`config.mk`:
```
export PLATFORM = sky130hd
export DESIGN_NAME = hazard_stall_controller
export DESIGN_NICKNAME = d
export VERILOG_FILES = /design/src/rtl/hazard_pkg.sv /design/src/rtl/hazard_stall_controller_perf.sv /design/src/rtl/hazard_stall_controller.sv
export SDC_FILE = /design/constraint.sdc
export NUM_CORES = 1
export LEC_CHECK = 0
export ABC_AREA = 1
export CORE_MARGIN = 2
export CORE_UTILIZATION = 38
export DETAILED_ROUTE_END_ITERATION = 12
export PLACE_DENSITY = 0.77
export SLEW_MARGIN = 20
export SYNTH_ARGS = -nofsm -noshare
export SYNTH_HDL_FRONTEND = slang
export SYNTH_SLANG_ARGS = --single-unit
```
`constraint.sdc`:
```
create_clock -name clk -period 2.45 [get_ports clk]
set_input_delay 0.49 -clock clk [delete_from_list [all_inputs] [get_ports clk]]
set_output_delay 0.49 -clock clk [all_outputs]
set_load 0.1 [all_outputs]
```
`src/rtl/hazard_pkg.sv`:
```
// Shared types for the pipeline hazard/stall controller: FSM states,
// the x0 register constant and the per-stage control bundle.
package hazard_pkg;

  typedef enum logic {
    RUN     = 1'b0,
    MC_BUSY = 1'b1
  } hz_state_e;

  localparam logic [4:0] REG_ZERO = 5'd0;

  typedef struct packed {
    logic stall_pc;
    logic stall_ifid;
    logic stall_idex;
    logic bubble_idex;
    logic bubble_exmem;
    logic flush_ifid;
    logic mc_busy;
  } stage_ctrl_t;

endpackage

```
`src/rtl/hazard_stall_controller_perf.sv`:
```
// Optional event counters for the hazard controller (load-use stall
// cycles, multi-cycle stall cycles, redirect flushes); wrap at 2^CNT_W.
module hazard_perf_counters
  import hazard_pkg::*;
#(
  parameter int CNT_W = 32
) (
  input  logic             clk,
  input  logic             rst_n,
  input  logic             ev_loaduse,
  input  logic             ev_mc,
  input  logic             ev_flush,
  output logic [CNT_W-1:0] perf_loaduse_cnt,
  output logic [CNT_W-1:0] perf_mc_cnt,
  output logic [CNT_W-1:0] perf_flush_cnt
);

  always_ff @(posedge clk or negedge rst_n) begin
    if (!rst_n) begin
      perf_loaduse_cnt <= '0;
      perf_mc_cnt      <= '0;
      perf_flush_cnt   <= '0;
    end else begin
      if (ev_loaduse) perf_loaduse_cnt <= perf_loaduse_cnt + 1'b1;
      if (ev_mc)      perf_mc_cnt      <= perf_mc_cnt + 1'b1;
      if (ev_flush)   perf_flush_cnt   <= perf_flush_cnt + 1'b1;
    end
  end

endmodule

```
`src/rtl/hazard_stall_controller.sv`:
```
// Stall/bubble/flush sequencing for the 5-stage core: load-use, mul/div
// occupancy, redirects and imem wait states. HAZARD_PERF_CNT_EN adds counters.
module hazard_stall_controller
  import hazard_pkg::*;
#(
  parameter int MC_LATENCY = 4,
  parameter int CNT_W      = 32
) (
  input  logic       clk,
  input  logic       rst_n,
  input  logic [4:0] id_rs1,
  input  logic [4:0] id_rs2,
  input  logic       id_use_rs1,
  input  logic       id_use_rs2,
  input  logic [4:0] ex_rd,
  input  logic       ex_mem_read,
  input  logic       ex_mc_start,
  input  logic       ex_redirect,
  input  logic       imem_ready,
  output logic       stall_pc,
  output logic       stall_ifid,
  output logic       stall_idex,
  output logic       bubble_idex,
  output logic       bubble_exmem,
  output logic       flush_ifid,
  output logic       mc_busy
`ifdef HAZARD_PERF_CNT_EN
  ,
  output logic [CNT_W-1:0] perf_loaduse_cnt,
  output logic [CNT_W-1:0] perf_mc_cnt,
  output logic [CNT_W-1:0] perf_flush_cnt
`endif
);

  localparam int             CW      = $clog2(MC_LATENCY + 1);
  localparam logic [CW-1:0]  MC_INIT = CW'(MC_LATENCY - 2);
  localparam bit             PARAM_OK = (MC_LATENCY >= 2) && (MC_LATENCY <= 32) && (CNT_W >= 1);

  hz_state_e   state;
  logic [CW-1:0] mc_cnt;
  stage_ctrl_t ctrl;
  logic        load_use;

  assign load_use = ex_mem_read && (ex_rd != REG_ZERO) &&
                    ((id_use_rs1 && (ex_rd == id_rs1)) ||
                     (id_use_rs2 && (ex_rd == id_rs2)));

  // mc_start overrides everything else so stall_idex never meets bubble_idex.
  always_comb begin
    ctrl = '0;
    if (state == RUN) begin
      if (ex_mc_start) begin
        ctrl.stall_pc     = 1'b1;
        ctrl.stall_ifid   = 1'b1;
        ctrl.stall_idex   = 1'b1;
        ctrl.bubble_exmem = 1'b1;
      end else if (ex_redirect) begin
        ctrl.flush_ifid  = 1'b1;
        ctrl.bubble_idex = 1'b1;
      end else if (load_use || !imem_ready) begin
        ctrl.stall_pc    = 1'b1;
        ctrl.stall_ifid  = 1'b1;
        ctrl.bubble_idex = 1'b1;
      end
    end else begin
      ctrl.mc_busy = 1'b1;
      if (mc_cnt != '0) begin
        ctrl.stall_pc     = 1'b1;
        ctrl.stall_ifid   = 1'b1;
        ctrl.stall_idex   = 1'b1;
        ctrl.bubble_exmem = 1'b1;
      end
    end
  end

  // Outputs are forced low for the whole reset assertion, not just at the edge.
  assign stall_pc     = rst_n & ctrl.stall_pc;
  assign stall_ifid   = rst_n & ctrl.stall_ifid;
  assign stall_idex   = rst_n & ctrl.stall_idex;
  assign bubble_idex  = rst_n & ctrl.bubble_idex;
  assign bubble_exmem = rst_n & ctrl.bubble_exmem;
  assign flush_ifid   = rst_n & ctrl.flush_ifid;
  assign mc_busy      = rst_n & ctrl.mc_busy;

  always_ff @(posedge clk or negedge rst_n) begin
    if (!rst_n) begin
      state  <= RUN;
      mc_cnt <= '0;
    end else begin
      case (state)
        RUN: if (ex_mc_start) begin
          state  <= MC_BUSY;
          mc_cnt <= MC_INIT;
        end
        MC_BUSY: begin
          if (mc_cnt == '0) state <= RUN;
          else              mc_cnt <= mc_cnt - 1'b1;
        end
        default: state <= RUN;
      endcase
    end
  end

  a_param_ok: assert property (@(posedge clk) PARAM_OK);
  a_no_mc_redirect: assert property (@(posedge clk) disable iff (!rst_n)
    !(state == RUN && ex_mc_start && ex_redirect));

`ifdef HAZARD_PERF_CNT_EN
  hazard_perf_counters #(.CNT_W(CNT_W)) u_perf (
    .clk              (clk),
    .rst_n            (rst_n),
    .ev_loaduse       (state == RUN && !ex_mc_start && !ex_redirect && load_use),
    .ev_mc            (ctrl.stall_idex),
    .ev_flush         (ctrl.flush_ifid),
    .perf_loaduse_cnt (perf_loaduse_cnt),
    .perf_mc_cnt      (perf_mc_cnt),
    .perf_flush_cnt   (perf_flush_cnt)
  );
`endif

endmodule

```
# [After elaboration in Yosys (flattened, before gate mapping)]
# Index checks and enable logic that the tools add are counted.
[word_totals] ff_bits=4 input_bits=23 wordCells=47
[classes] n_addsub=1 eq_ne=4 muxes=21 n_bitwise=8 n_reduce_logical=11
[ops] operator="$mux 1" n=12
[ops] operator="$mux 3" n=4
[ops] operator="$eq 5x5->1" n=2
[ops] operator="$and 1x1->1" n=7
[ops] operator="$mux 2" n=3
[ops] operator="$pmux 3 s2" n=1
[ops] operator="$reduce_bool 5->1" n=1
[ops] operator="$logic_and 1x1->1" n=4
[ops] operator="$ne 2x2->1 const B" n=2
[ops] operator="$logic_not 3->1" n=1
[ops] operator="$reduce_bool 3->1" n=1
[ops] operator="$sub 3x1->3 const B" n=1
[ops] operator="$logic_or 1x1->1" n=2
[ops] operator="$pmux 1 s2" n=1
[ops] operator="$reduce_and 2->1" n=1
[ops] operator="$logic_not 1->1" n=1
[ops] operator="$not 1->1" n=1

# [Depth between registers and ports, before layout]
# Gate-level depths: netlist of the first run.
[logic_depth] ltp_word=10 depth_mapped=11

# [Least setup slack after synthesis of the first run]
# Ideal clock, no wire load.
[synth_timing] kind="reg2out" from="register mc_cnt[0]" to="output port stall_pc" arrival_time_ns=2.847 required_ns=1.960 path_slack_ns=-0.887 stages_incl_launch_ff=9 n_path_buf=1 path_cell_list="dfrtp_1 -> inv_1 -> ha_1 -> a21boi_2 -> nor2_2 -> nor2_2 -> inv_1 -> nand2_1 -> buf_4"
[synth_between] elab_chain_cells=4
[synth_lines] item="start: declaration" line_no="hazard_stall_controller.sv:40" source="logic [CW-1:0] mc_cnt;"
[synth_lines] item="start signal: assignment" line_no="hazard_stall_controller.sv:97" source="else mc_cnt <= mc_cnt - 1'b1;"
[synth_lines] item="$reduce_bool 3->1" line_no="hazard_stall_controller.sv:67" source="if (mc_cnt != '0) begin"
[synth_lines] item="$mux 3" line_no="hazard_stall_controller.sv:67"
[synth_lines] item="$mux 3" line_no="hazard_stall_controller.sv:51" source="if (state == RUN) begin"
[synth_lines] item="$and 1x1->1" line_no="hazard_stall_controller.sv:77" source="assign stall_pc = rst_n & ctrl.stall_pc;"
[synth_lines] item="end: declaration" line_no="hazard_stall_controller.sv:20" source="output logic stall_pc,"
# No other way between the ends.

# [Worst setup path after layout of the first run]
[layout_timing] from="input port ex_rd[0]" to="output port stall_pc"
[layout_between] elab_chain_cells=10
[layout_lines] item="start: declaration" line_no="hazard_stall_controller.sv:15" source="input logic [4:0] ex_rd,"
[layout_lines] item="$eq 5x5->1 (on tied branches)" line_no="hazard_stall_controller.sv:45, hazard_stall_controller.sv:46"
[layout_lines] item="$logic_and 1x1->1 (on tied branches)" line_no="hazard_stall_controller.sv:45, hazard_stall_controller.sv:46"
[layout_lines] item="$logic_or 1x1->1" line_no="hazard_stall_controller.sv:45" source="((id_use_rs1 && (ex_rd == id_rs1)) ||"
[layout_lines] item="$logic_and 1x1->1 (*)" line_no="hazard_stall_controller.sv:44" source="assign load_use = ex_mem_read && (ex_rd != REG_ZERO) &&"
[layout_lines] item="$logic_or 1x1->1 (*)" line_no="hazard_stall_controller.sv:60" source="end else if (load_use || !imem_ready) begin"
[layout_lines] item="$mux 2 (*)" line_no="hazard_stall_controller.sv:60"
[layout_lines] item="$mux 2 (*)" line_no="hazard_stall_controller.sv:57" source="end else if (ex_redirect) begin"
[layout_lines] item="$mux 2 (*)" line_no="hazard_stall_controller.sv:52" source="if (ex_mc_start) begin"
[layout_lines] item="$mux 3 (*)" line_no="hazard_stall_controller.sv:51"
[layout_lines] item="$and 1x1->1 (*)" line_no="hazard_stall_controller.sv:77"
# Every way passes the cells marked *; elsewhere a longest branch is shown, timed or not.

==> impl_results.md, run 1 <==
- Fin. Hold Viols: 0
- Crit-path max cell delay: 0.47 ns
- # rows: 13
- Placed cells: approximately 140
- Yosys warning count: 0
- Maximum vdd ir drop: between 800 and 900 uV
- Max-slew violation count: 0
- Die Ht: 40.25 um
- Die width: 40.25 um
- Die area: 1620 um2
- Synth Area in XOR/XNOR: 0
- Final TNS setup: 0 ns
- Final period util: 0.9429
- Part of the Yosys area used for sequential elements: 0.2005
- Post-Syn Instances: 96
- Async SR Flop Fraction: 1.000
- Via density: 4.246
- Crit path max fanout: 5
- Crit-path slowest cell: clkdlybuf4s50_1
- Mux cell area share after synthesis: 0
- Synth unique cells: 16
- Routed Antenna Nets: 0
- Total gr overflow: 0
- Multi-input gate area: 322.8 um2
- Core Util, Final: 0.7387
- Clock sinks: 4
- Vias: 603
- GR Util All Layers: 0.1866
- Syn nets: 121
- Core Region: 1269 um2
- Outcome: finished clean
- Clock tree buffer depth: 2
- # diodes: 0
- Nets@finish: 154
- Final setup viols: 0
- Skew-Pair Late Insertion Delay: 0.23 ns
- Worst clock skew: 0.0006807 ns
- CP dominant cell by count: nand2_1
- DRT iter0 DRCs: 13
- Crit. End Element: output port
- Reg area: 100.1 um2
- Buffers on Ports: 29
- EDFF count, synth: 0
- Final instance area: 937.1 um2
- Non-Filler Instances: between 100 and 150
- Worst-path clk slew: 0.03 ns
- Cell Chain, Critical Path: clkdlybuf4s50_1 > nand2_1 > nand2_1 > nor2_1 > nand3_1 > nand2_1 > nand2_1 > nand2_2 > nand2_2 > nand2_8 > buf_12
- Hpwl dp: 1074 um
- WL final: 1275 um
- Worst hold-check path type: reg2reg
- Initial antenna violation count: 0
- Global-route wire length before repair: 1925 um
- Hold Buf Count CTS: 0
- Power Density: 951.2 nW/um2
- TritonCTS clock tree: yes
- Pin count of the biggest net entering global routing: 8
- Root Buffer: clkbuf_4
- Synth area leader: nand2_1
- #FFs+latches synth: 4
- Postcts setup bufs: 0
- Synthesized area per cell: 5.200 um2
- Simple-Gate Fraction of Synth Area: 0.4637
- Compound-Gate Fraction of Synth Area: 0.07519
- Critical Path RT: 1.96 ns
- Worst hold path depth: 2
- CTS H-tree depth: 1
- Ratio of cells with drive above 1 in the final layout: 0.1969
- Max Cap Viol: 0
- Drt pass-1 iters: 4
- IO Pins: 30
- Top-count cell post-synth: nand2_1
- Fmax: 432.9 MHz
- Mapped cell area: 499.2 um2
- Leak: around 0.00057 uW
- Top cells by count, synth: nand2_1 (40), inv_1 (19), nor2_1 (10)
- Largest family of logic cells by synthesized area: simple AND/OR/NAND/NOR gates
- Vias in the first global route: 551
- Cells on worst reg2reg path: 7
- Setup crit start kind: input port
- Starting Density: 0.3935
- Filler cell count in the final layout: 104
- Worst Tran Pin Value: 0.2180 ns
- RSZ-0062 raised after global routing: false
- Arr. time, crit path: 1.82 ns
- Overall Power: 891.4 uW
- DRC: 0
- Adder-cell share of the synthesized area: 0.05013
- Crit Path Category: in2out
- Area grow syn2layout: 87.72%
- Minimum clock period: 2.310 ns
- Synth Flop Type: dfrtp_1
- Max-slew headroom: 0.8535
- DP Area: 892.1 um2
- GPL Wtd Cong: slightly above 0.8
- Top cells by area, synth: nand2_1 (30%), dfrtp_1 (20%), inv_1 (14%), nor2_1 (7.5%), ha_1 (5.0%)
- Post-synth top area share: 0.3008
- CTS buffer count: 3
- Avg WL per Cell: between 8 and 9 um
layer usage:
layer  up-vias  global-route usage  share of wire
met1       256              0.1858           0.42
li1        338                   -              -
met5         -                   0              0
met3         0             0.03889          0.035
met2         9              0.3347           0.54
met4         0              0.1417              0
state kept, by name (all words and copies together) (netlist names):
signal  flops
mc_cnt      3
state       1
final timing paths:
kind,from,endpoint,slack (ns)
setup / recovery,ex_rd[0],stall_pc,0.14
hold / removal,mc_cnt[2],mc_cnt[2],0.54
setup reg to reg,mc_cnt[0],mc_cnt[1],1.22
hold reg to reg,mc_cnt[2],mc_cnt[2],0.54
max in group asynchronous,rst_n,mc_cnt[1],1.79
min in group asynchronous,rst_n,state,0.55
area by class of cell:
class | instances | area share
Clock buffer | 3 | 0.02403
Sequential cell | 4 | 0.1068
Tap cell | 15 | 0.02003
Multi-Input combinational cell | 66 | 0.3445
Timing Repair Buffer | 30 | 0.4085
Inverter | 24 | 0.09613
cell families after synthesis:
family | Yosys count
and+or+nand+nor | 58
adders and majority gates | 2
AOI/OAI and AO/OA | 6
buffers and inverters | 26
DFF | 4
stage by stage:
| stage | worst slack (ns) | hold WS, ns |
|---|---|---|
| 6_report | 0.1400 | 0.5409 |
| 5_1_grt | 0.02620 | 0.5811 |
| 4_1_cts | 0.03223 | 0.5458 |
| 3_5_place_dp | 0.03688 | 0.5448 |
| 3_3_place_gp | 0.04954 | 0.5369 |
| 2_1_floorplan | 0.01088 | 0.1944 |
power breakdown:
| group | switching (uW) | internal [uW] |
|---|---|---|
| logic | 442 | 251 |
| clock network | 23.4 | 54.5 |
| registers | 20.7 | 100 |
| total | 486 | 405 |
layout by cell type (no fill, tap or decap), types with 2 or more instances in the layout:
cell type        instances
clkdlybuf4s50_1         16
nand3_1                  3
dfrtp_1                  4
buf_12                   7
nand2_2                  4
o21ai_0                  2
ha_1                     2
clkbuf_4                 3
nand2_1                 36
inv_2                    6
inv_1                   18
nor2_1                  10
dlymetal6s2s_1           6
nor3_1                   2
worst max-delay path, delay by kind of cell:
kind                   cells  cell delay (ns)
buffers and inverters      2             0.64
and+or+nand+nor            9             0.69
repair_timing:
item                                    CTS  global route
endpoints found under the setup margin    0             3
gates resized for setup                   0             9
endpoints found under the hold margin     0             0
(Power assumes the default switching activity.)
==> run 2: changes to the inputs <==
--- a/config.mk
+++ b/config.mk
@@ -7,9 +7,10 @@
 export LEC_CHECK = 0
 export ABC_AREA = 1
 export CORE_MARGIN = 2
-export CORE_UTILIZATION = 38
+export CORE_UTILIZATION = 32
 export DETAILED_ROUTE_END_ITERATION = 12
-export PLACE_DENSITY = 0.77
+export PLACE_DENSITY = 0.69
+export RECOVER_POWER = 50
 export SLEW_MARGIN = 20
 export SYNTH_ARGS = -nofsm -noshare
 export SYNTH_HDL_FRONTEND = slang
==> constraint.sdc (replaced) <==
create_clock -name clk -period 2 [get_ports clk]
set_input_delay 0.4 -clock clk [delete_from_list [all_inputs] [get_ports clk]]
set_output_delay 0.4 -clock clk [all_outputs]
set_load 0.1 [all_outputs]
==> run 2 against run 1 <==
Effect of this change:
- sequential share of layout area barely moved
- first-iteration DRC count fell by 7.7%
- via count rose by 5.0%
- count of clock-buffer cells in the layout did not move
- sequential cell count did not move
- critical path type unchanged
- largest cell class unchanged
- highest routed layer is now met4
==> impl_results.md, run 2 (synthesis gave the netlist of run 1 again) <==
- Outcome: finished clean
- Clock sinks: 4 (unchanged)
- CTS buffer count: 3 (unchanged)
- Starting Density: 0.3353 (-0.05820)
- Combinational share of power: 0.777 (about the same)
- Skew-Pair Late Insertion Delay: 0.24 ns (about the same)
- Hold Buf Count CTS: 0 (unchanged)
- Minimum clock period: 1.945 ns
- Pin count of the biggest net entering global routing: 8 (unchanged)
- Ratio of cells with drive above 1 in the final layout: 0.2868 (+0.08997)
- Largest register FFs: 3 (unchanged)
- Commonest non-fill, non-tap cell in the layout: nand2_1
- Sequential share of power: 0.134 (-0.002)
- Worst-path clk slew: 0.04 ns (about the same)
- Max-slew violation count: 0 (unchanged)
- Worst Tran Pin Value: 0.2232 ns (+0.005213 ns)
- Crit Path Category: in2out
- DP Area: 933.4 um2 (+4.6%)
- Most frequent cells in the layout: nand2_1 (36), inv_1 (16), dlygate4sd2_1 (12)
- Non-Filler Instances: 145 (+2.1%)
- Vias in the first global route: 561 (+1.8%)
- Die width: 43.50 um (+8.1%)
- Internal power: 527.3 uW (+30%)
- Cells on worst reg2reg path: 5 (-2)
- TritonCTS clock tree: yes
- Largest reg by FF count: mc_cnt
- Fin. Hold Viols: 0 (unchanged)
- Filler cell count in the final layout: 149 (+43%)
- R2r startpoint: state
- Power Density: 1221 nW/um2 (+28%)
- # diodes: 0 (unchanged)
- Total gr overflow: 0 (unchanged)
- GPL Wtd Cong: 0.7939 (-2.6%)
- Initial antenna violation count: 0 (unchanged)
- Crit path max fanout: 3 (-2)
- Worst hold-check path type: in2async
- Core Util, Final: 0.6286 (-0.1101)
- CTS H-tree depth: 1 (unchanged)
- Clock Power Share: 0.089 (+0.002)
- Postcts setup bufs: 0 (unchanged)
- Worst R2R Setup Slack: 0.84 ns (-0.38 ns)
- Final instance area: 935.9 um2 (-0.13%)
- Worst clock skew: 0.007979 ns (+0.007298 ns)
- Die area: 1892 um2 (+17%)
- P_sw: 615.6 uW (+27%)
- WL final: 1211 um (-5.0%)
- Setup crit start kind: input port
- Arr. time, crit path: 1.55 ns (-0.27 ns)
- Final setup viols: 0 (unchanged)
- Nets@finish: 156 (+1.3%)
- Die Ht: 43.50 um (+8.1%)
- # rows: 14 (+1)
- Via density: 4.366 (+2.8%)
- Hpwl dp: 1043 um (-2.9%)
- Drt pass-1 iters: 4 (unchanged)
- Leak: 0.0005404 uW (-4.5%)
- Avg WL per Cell: 8.352 um (-7.0%)
- Global-route wire length before repair: 2111 um (+9.7%)
- Critical Path RT: 1.60 ns (-0.36 ns)
- Buffers on Ports: 29 (unchanged)
- Core Region: 1489 um2 (+17%)
- R2R Path End: mc_cnt[1]
- Max-slew headroom: 0.8500 (-0.003502)
- Area grow syn2layout: 87.47%
- DRC: 0 (unchanged)
- Root Buffer: clkbuf_4
- Top Registers: mc_cnt (3), state (1)
- DRT iter0 DRCs: 12 (-1)
- Maximum vdd ir drop: 665.2 uV (-19%)
- IO Pins: 30 (unchanged)
- Fmax: 514.1 MHz
- GR Util All Layers: 0.1517 (-0.03496)
- RSZ-0062 raised after global routing: true
- Routed Antenna Nets: 0 (unchanged)
- Switching share of power: 0.5386 (-0.006681)
- Max Cap Viol: 0 (unchanged)
- Crit. End Element: output port
- Final period util: 0.9725
- Clock tree buffer depth: 2 (unchanged)
- Placed cells: 142 (+2.2%)
- Vias: 633 (+5.0%)
[run 2: changes by cell type in the layout (fill, tap and decap cells not counted), moves of 2 or more]
cell	before	now
inv_1	18	16
clkbuf_2	0	4
dlygate4sd2_1	0	12
inv_2	6	8
clkdlybuf4s50_1	16	5
nor2_2	1	4
dlymetal6s2s_1	6	0
nor2_1	10	7
[run 2: worst max-delay path, stage by stage]
cell and delay (ns):
clkdlybuf4s50_1 0.48, inv_1 0.07, buf_4 0.14, nor2_4 0.13
inv_2 0.08, nand2_8 0.08, buf_12 0.17
[run 2: cell type report]
class	count	area, um2	share of cell area
Clock buffer	3	22.52	0.02406
Tap cell	16	20.02	0.02139
Multi-Input combinational cell	66	342.8	0.3663
Sequential cell	4	100.1	0.1070
Inverter	24	90.09	0.09626
Timing Repair Buffer	32	360.3	0.3850
[run 2: stage by stage]
step / TNS [ns] / worst slack, ns / power [uW] / hold slack (ns)
after floorplan: -0.3537 / -0.2344 / 769.9 / 0.1044
after global placement: -0.6969 / -0.2543 / 1043 / 0.5401
after detailed placement: -0.7253 / -0.2664 / 1053 / 0.5581
after CTS: 0 / 0.003897 / 1151 / 0.4602
after global routing: -0.07594 / -0.02821 / 1216 / 0.4648
final: 0 / 0.05491 / 1143 / 0.4578
[run 2: per-layer routing]
layer,vias to the layer above,track usage,wire length [um]
li1,348,-,-
met1,255,0.1607,523
met2,26,0.2478,558
met3,4,0.05000,96
met4,0,0.1152,34
met5,-,0,0
[run 2: what timing repair did]
action,4_1_cts,5_1_grt
hold endpoints to repair,0,0
gates resized for setup,18,15
pin swaps,16,2
setup endpoints to repair,3,6
[run 2: power groups by stage]
stage | clock (uW) | sequential, uW | combinational [uW]
after floorplan | 0 | 146 | 624
after CTS | 104 | 153 | 894
final | 102 | 154 | 888
after global routing | 115 | 162 | 939
after detailed placement | 0 | 153 | 900
after global placement | 0 | 152 | 891
[run 2: worst max path at each step]
stage | from | cells after the start | slack, ns | to
5_1_grt | rst_n | 6 | -0.03 | flush_ifid
3_5_place_dp | ex_rd[4] | 12 | -0.27 | stall_pc
6_report | rst_n | 7 | 0.05 | stall_pc
3_3_place_gp | ex_rd[4] | 12 | -0.25 | stall_pc
2_1_floorplan | mc_cnt[0] | 8 | -0.23 | stall_pc
4_1_cts | ex_mc_start | 8 | 0.004 | stall_pc
==> run 3: changes to the inputs <==
--- a/config.mk
+++ b/config.mk
@@ -9,6 +9,7 @@
 export CORE_MARGIN = 2
 export CORE_UTILIZATION = 32
 export DETAILED_ROUTE_END_ITERATION = 12
+export GPL_TIMING_DRIVEN = 0
 export PLACE_DENSITY = 0.69
 export RECOVER_POWER = 50
 export SLEW_MARGIN = 20
==> run 3 against run 2 <==
Effect of this change:
- non-clock buffer count stayed put
- sequential cell count stayed put
- core utilization is 2.1 points lower
- sequential share of layout area is 0.51 points higher
- sequential power is 3% higher
- clock power hardly changed
- critical path depth stayed put
- global-route usage is 0.24 points higher
- critical endpoint is now stall_idex
- first-iteration DRC count is 8.3% lower
==> impl_results.md, run 3 (synthesis gave the netlist of run 1 again) <==
- Outcome: finished clean
- DRC: 0 (unchanged)
- Ratio of cells with drive above 1 in the final layout: 0.2946 (+0.007752)
- GR Util All Layers: 0.1541 (+0.002439)
- Core Region: 1489 um2 (unchanged)
- Fin. Hold Viols: 0 (unchanged)
- Leak: 0.0005438 uW (+0.64%)
- Clock tree buffer depth: 2 (unchanged)
- WL final: 1250 um (+3.2%)
- Die area: 1892 um2 (unchanged)
- IO Pins: 30 (unchanged)
- Fmax: 527.2 MHz (+2.5%)
- # diodes: 0 (unchanged)
- Commonest non-fill, non-tap cell in the layout: nand2_1
- Clock Power Share: 0.090 (about the same)
- Pin count of the biggest net entering global routing: 8 (unchanged)
- Avg WL per Cell: 8.621 um (+3.2%)
- Most frequent cells in the layout: nand2_1 (37), inv_1 (17), inv_2 (7), nor2_1 (7), dlygate4sd2_1 (7)
- Nets@finish: 156 (unchanged)
- Largest register FFs: 3 (unchanged)
- Crit path max fanout: 3 (unchanged)
- Critical Path RT: 1.60 ns (about the same)
- Routed Antenna Nets: 0 (unchanged)
- Crit. End Element: output port
- P_sw: 627.2 uW (+1.9%)
- Maximum vdd ir drop: 829.9 uV (+25%)
- Global-route wire length before repair: 2070 um (-1.9%)
- Uppermost routed layer: met4
- Max-slew violation count: 0 (unchanged)
- TritonCTS clock tree: yes
- DRT iter0 DRCs: 11 (-1)
- Crit Path Category: reg2out
- Cell Chain, Critical Path: inv_2 > ha_4 > a21boi_4 > nor2_4 > nor2_4 > buf_4 > buf_6
- Combinational share of power: 0.769 (-0.008)
- Final WS setup: 0.1032 ns (+0.04824 ns)
- Skew-Pair Late Insertion Delay: 0.24 ns (about the same)
- Initial antenna violation count: 0 (unchanged)
- RSZ-0062 raised after global routing: false
- Placed cells: 141 (-0.70%)
- Power Density: 1245 nW/um2 (+2.0%)
- Final setup viols: 0 (unchanged)
- GPL Wtd Cong: 0.7691 (-3.1%)
- Buffers on Ports: 29 (unchanged)
- Starting Density: 0.3353 (unchanged)
- Crit-path slowest cell: dfrtp_1
- Met2 WL: 567 um (+1.6%)
- Hold Buf Count CTS: 0 (unchanged)
- Max Cap Viol: 0 (unchanged)
- Area grow syn2layout: 81.20%
- Worst-path clk slew: 0.04 ns (about the same)
- Clock sinks: 4 (unchanged)
- Minimum clock period: 1.897 ns (-0.04824 ns)
- Internal power: 499.3 uW (-5.3%)
- M1 WL: 526 um (+0.57%)
- Root Buffer: clkbuf_4
- Final instance area: 904.6 um2 (-3.3%)
- CTS buffer count: 3 (unchanged)
- # rows: 14 (unchanged)
- Drt pass-1 iters: 4 (unchanged)
- Routed met3 length: 115 um (+20%)
- Buf/Inv on CP: 3 (-2)
- Final TNS setup: 0 ns (unchanged)
- Worst Tran Pin Value: 0.5406 ns (+0.3174 ns)
- Die Ht: 43.50 um (unchanged)
- Switching share of power: 0.5567 (+0.01812)
- Final period util: 0.9484 (-0.02412)
- CTS H-tree depth: 1 (unchanged)
- Arr. time, crit path: 1.50 ns (-0.05 ns)
- Via density: 4.255 (-2.5%)
- Sequential share of power: 0.141 (+0.007)
- Worst hold-check path type: in2async
- Vias in the first global route: 512 (-8.7%)
- Vias: 617 (-2.5%)
- Core Util, Final: 0.6076 (-0.02101)
- Max-slew headroom: 0.6413 (-0.2088)
- Top Registers: mc_cnt (3), state (1)
- Setup crit start kind: register
- Hpwl dp: 959.2 um (-8.0%)
- Crit-path max cell delay: 0.33 ns (-0.15 ns)
- Critical path's top delay family: buffers and inverters
- DP Area: 855.8 um2 (-8.3%)
- Die width: 43.50 um (unchanged)
- CP dominant cell by count: nor2_4
- Pre-CTS setup slack: -1.308 ns (-1.041 ns)
- Worst clock skew: 0.003192 ns (-0.004787 ns)
- Total gr overflow: 0 (unchanged)
- Largest reg by FF count: mc_cnt
- Non-Filler Instances: 145 (unchanged)
## run 3: changes by cell type in the layout (fill, tap and decap cells not counted), sizes merged
cell | previous run | this run
buf | 10 | 9
dlygate4sd2 | 12 | 7
clkdlybuf4s50 | 5 | 3
dlymetal6s2s | 0 | 1
clkdlybuf4s15 | 1 | 7
clkbuf | 7 | 8
## run 3: metal layers
metal,global-route usage,up-vias
met5,0,-
met2,0.2149,24
met3,0.05833,4
met1,0.1934,247
li1,-,342
met4,0.1091,0
## run 3: stage by stage
step	total power, uW	hold slack (ns)
3_3_place_gp	933.0	0.5403
3_5_place_dp	941.9	0.5412
2_1_floorplan	769.9	0.1044
5_1_grt	1206	0.1005
4_1_cts	1100	0.1124
6_report	1127	0.08547
## run 3: power by group through the flow
| stage | combinational, uW | sequential, uW | clock [uW] |
|---|---|---|---|
| finish | 866 | 159 | 101 |
| global route | 929 | 162 | 115 |
| CTS | 839 | 154 | 107 |
| detailed placement | 789 | 152 | 0 |
| global placement | 781 | 152 | 0 |
| floorplan | 624 | 146 | 0 |
## run 3: layout make-up
class	count	area, um2
Tap cell	16	20.02
Clock buffer	3	22.52
Multi-Input combinational cell	66	362.8
Sequential cell	4	101.3
Inverter	24	90.09
Timing Repair Buffer	31	300.3
Fill cell	147	584.3
Buffer	1	7.507
## run 3: final timing paths
kind	cells past startpoint	end	from	slack (ns)
setup / recovery	7	stall_idex	mc_cnt[0]	0.10
hold / removal	1	mc_cnt[2]	rst_n	0.09
setup reg to reg	7	mc_cnt[1]	mc_cnt[0]	0.76
hold reg to reg	3	mc_cnt[0]	mc_cnt[0]	0.54
max in group asynchronous	1	state	rst_n	1.71
min in group clk	3	mc_cnt[0]	mc_cnt[0]	0.54
## run 3: repair_timing
item	4_1_cts	5_1_grt
hold endpoints to repair	0	0
setup buffers	0	2
cloned	0	0
resized for setup	71	24
pin swaps	16	19
setup endpoints to repair	7	5
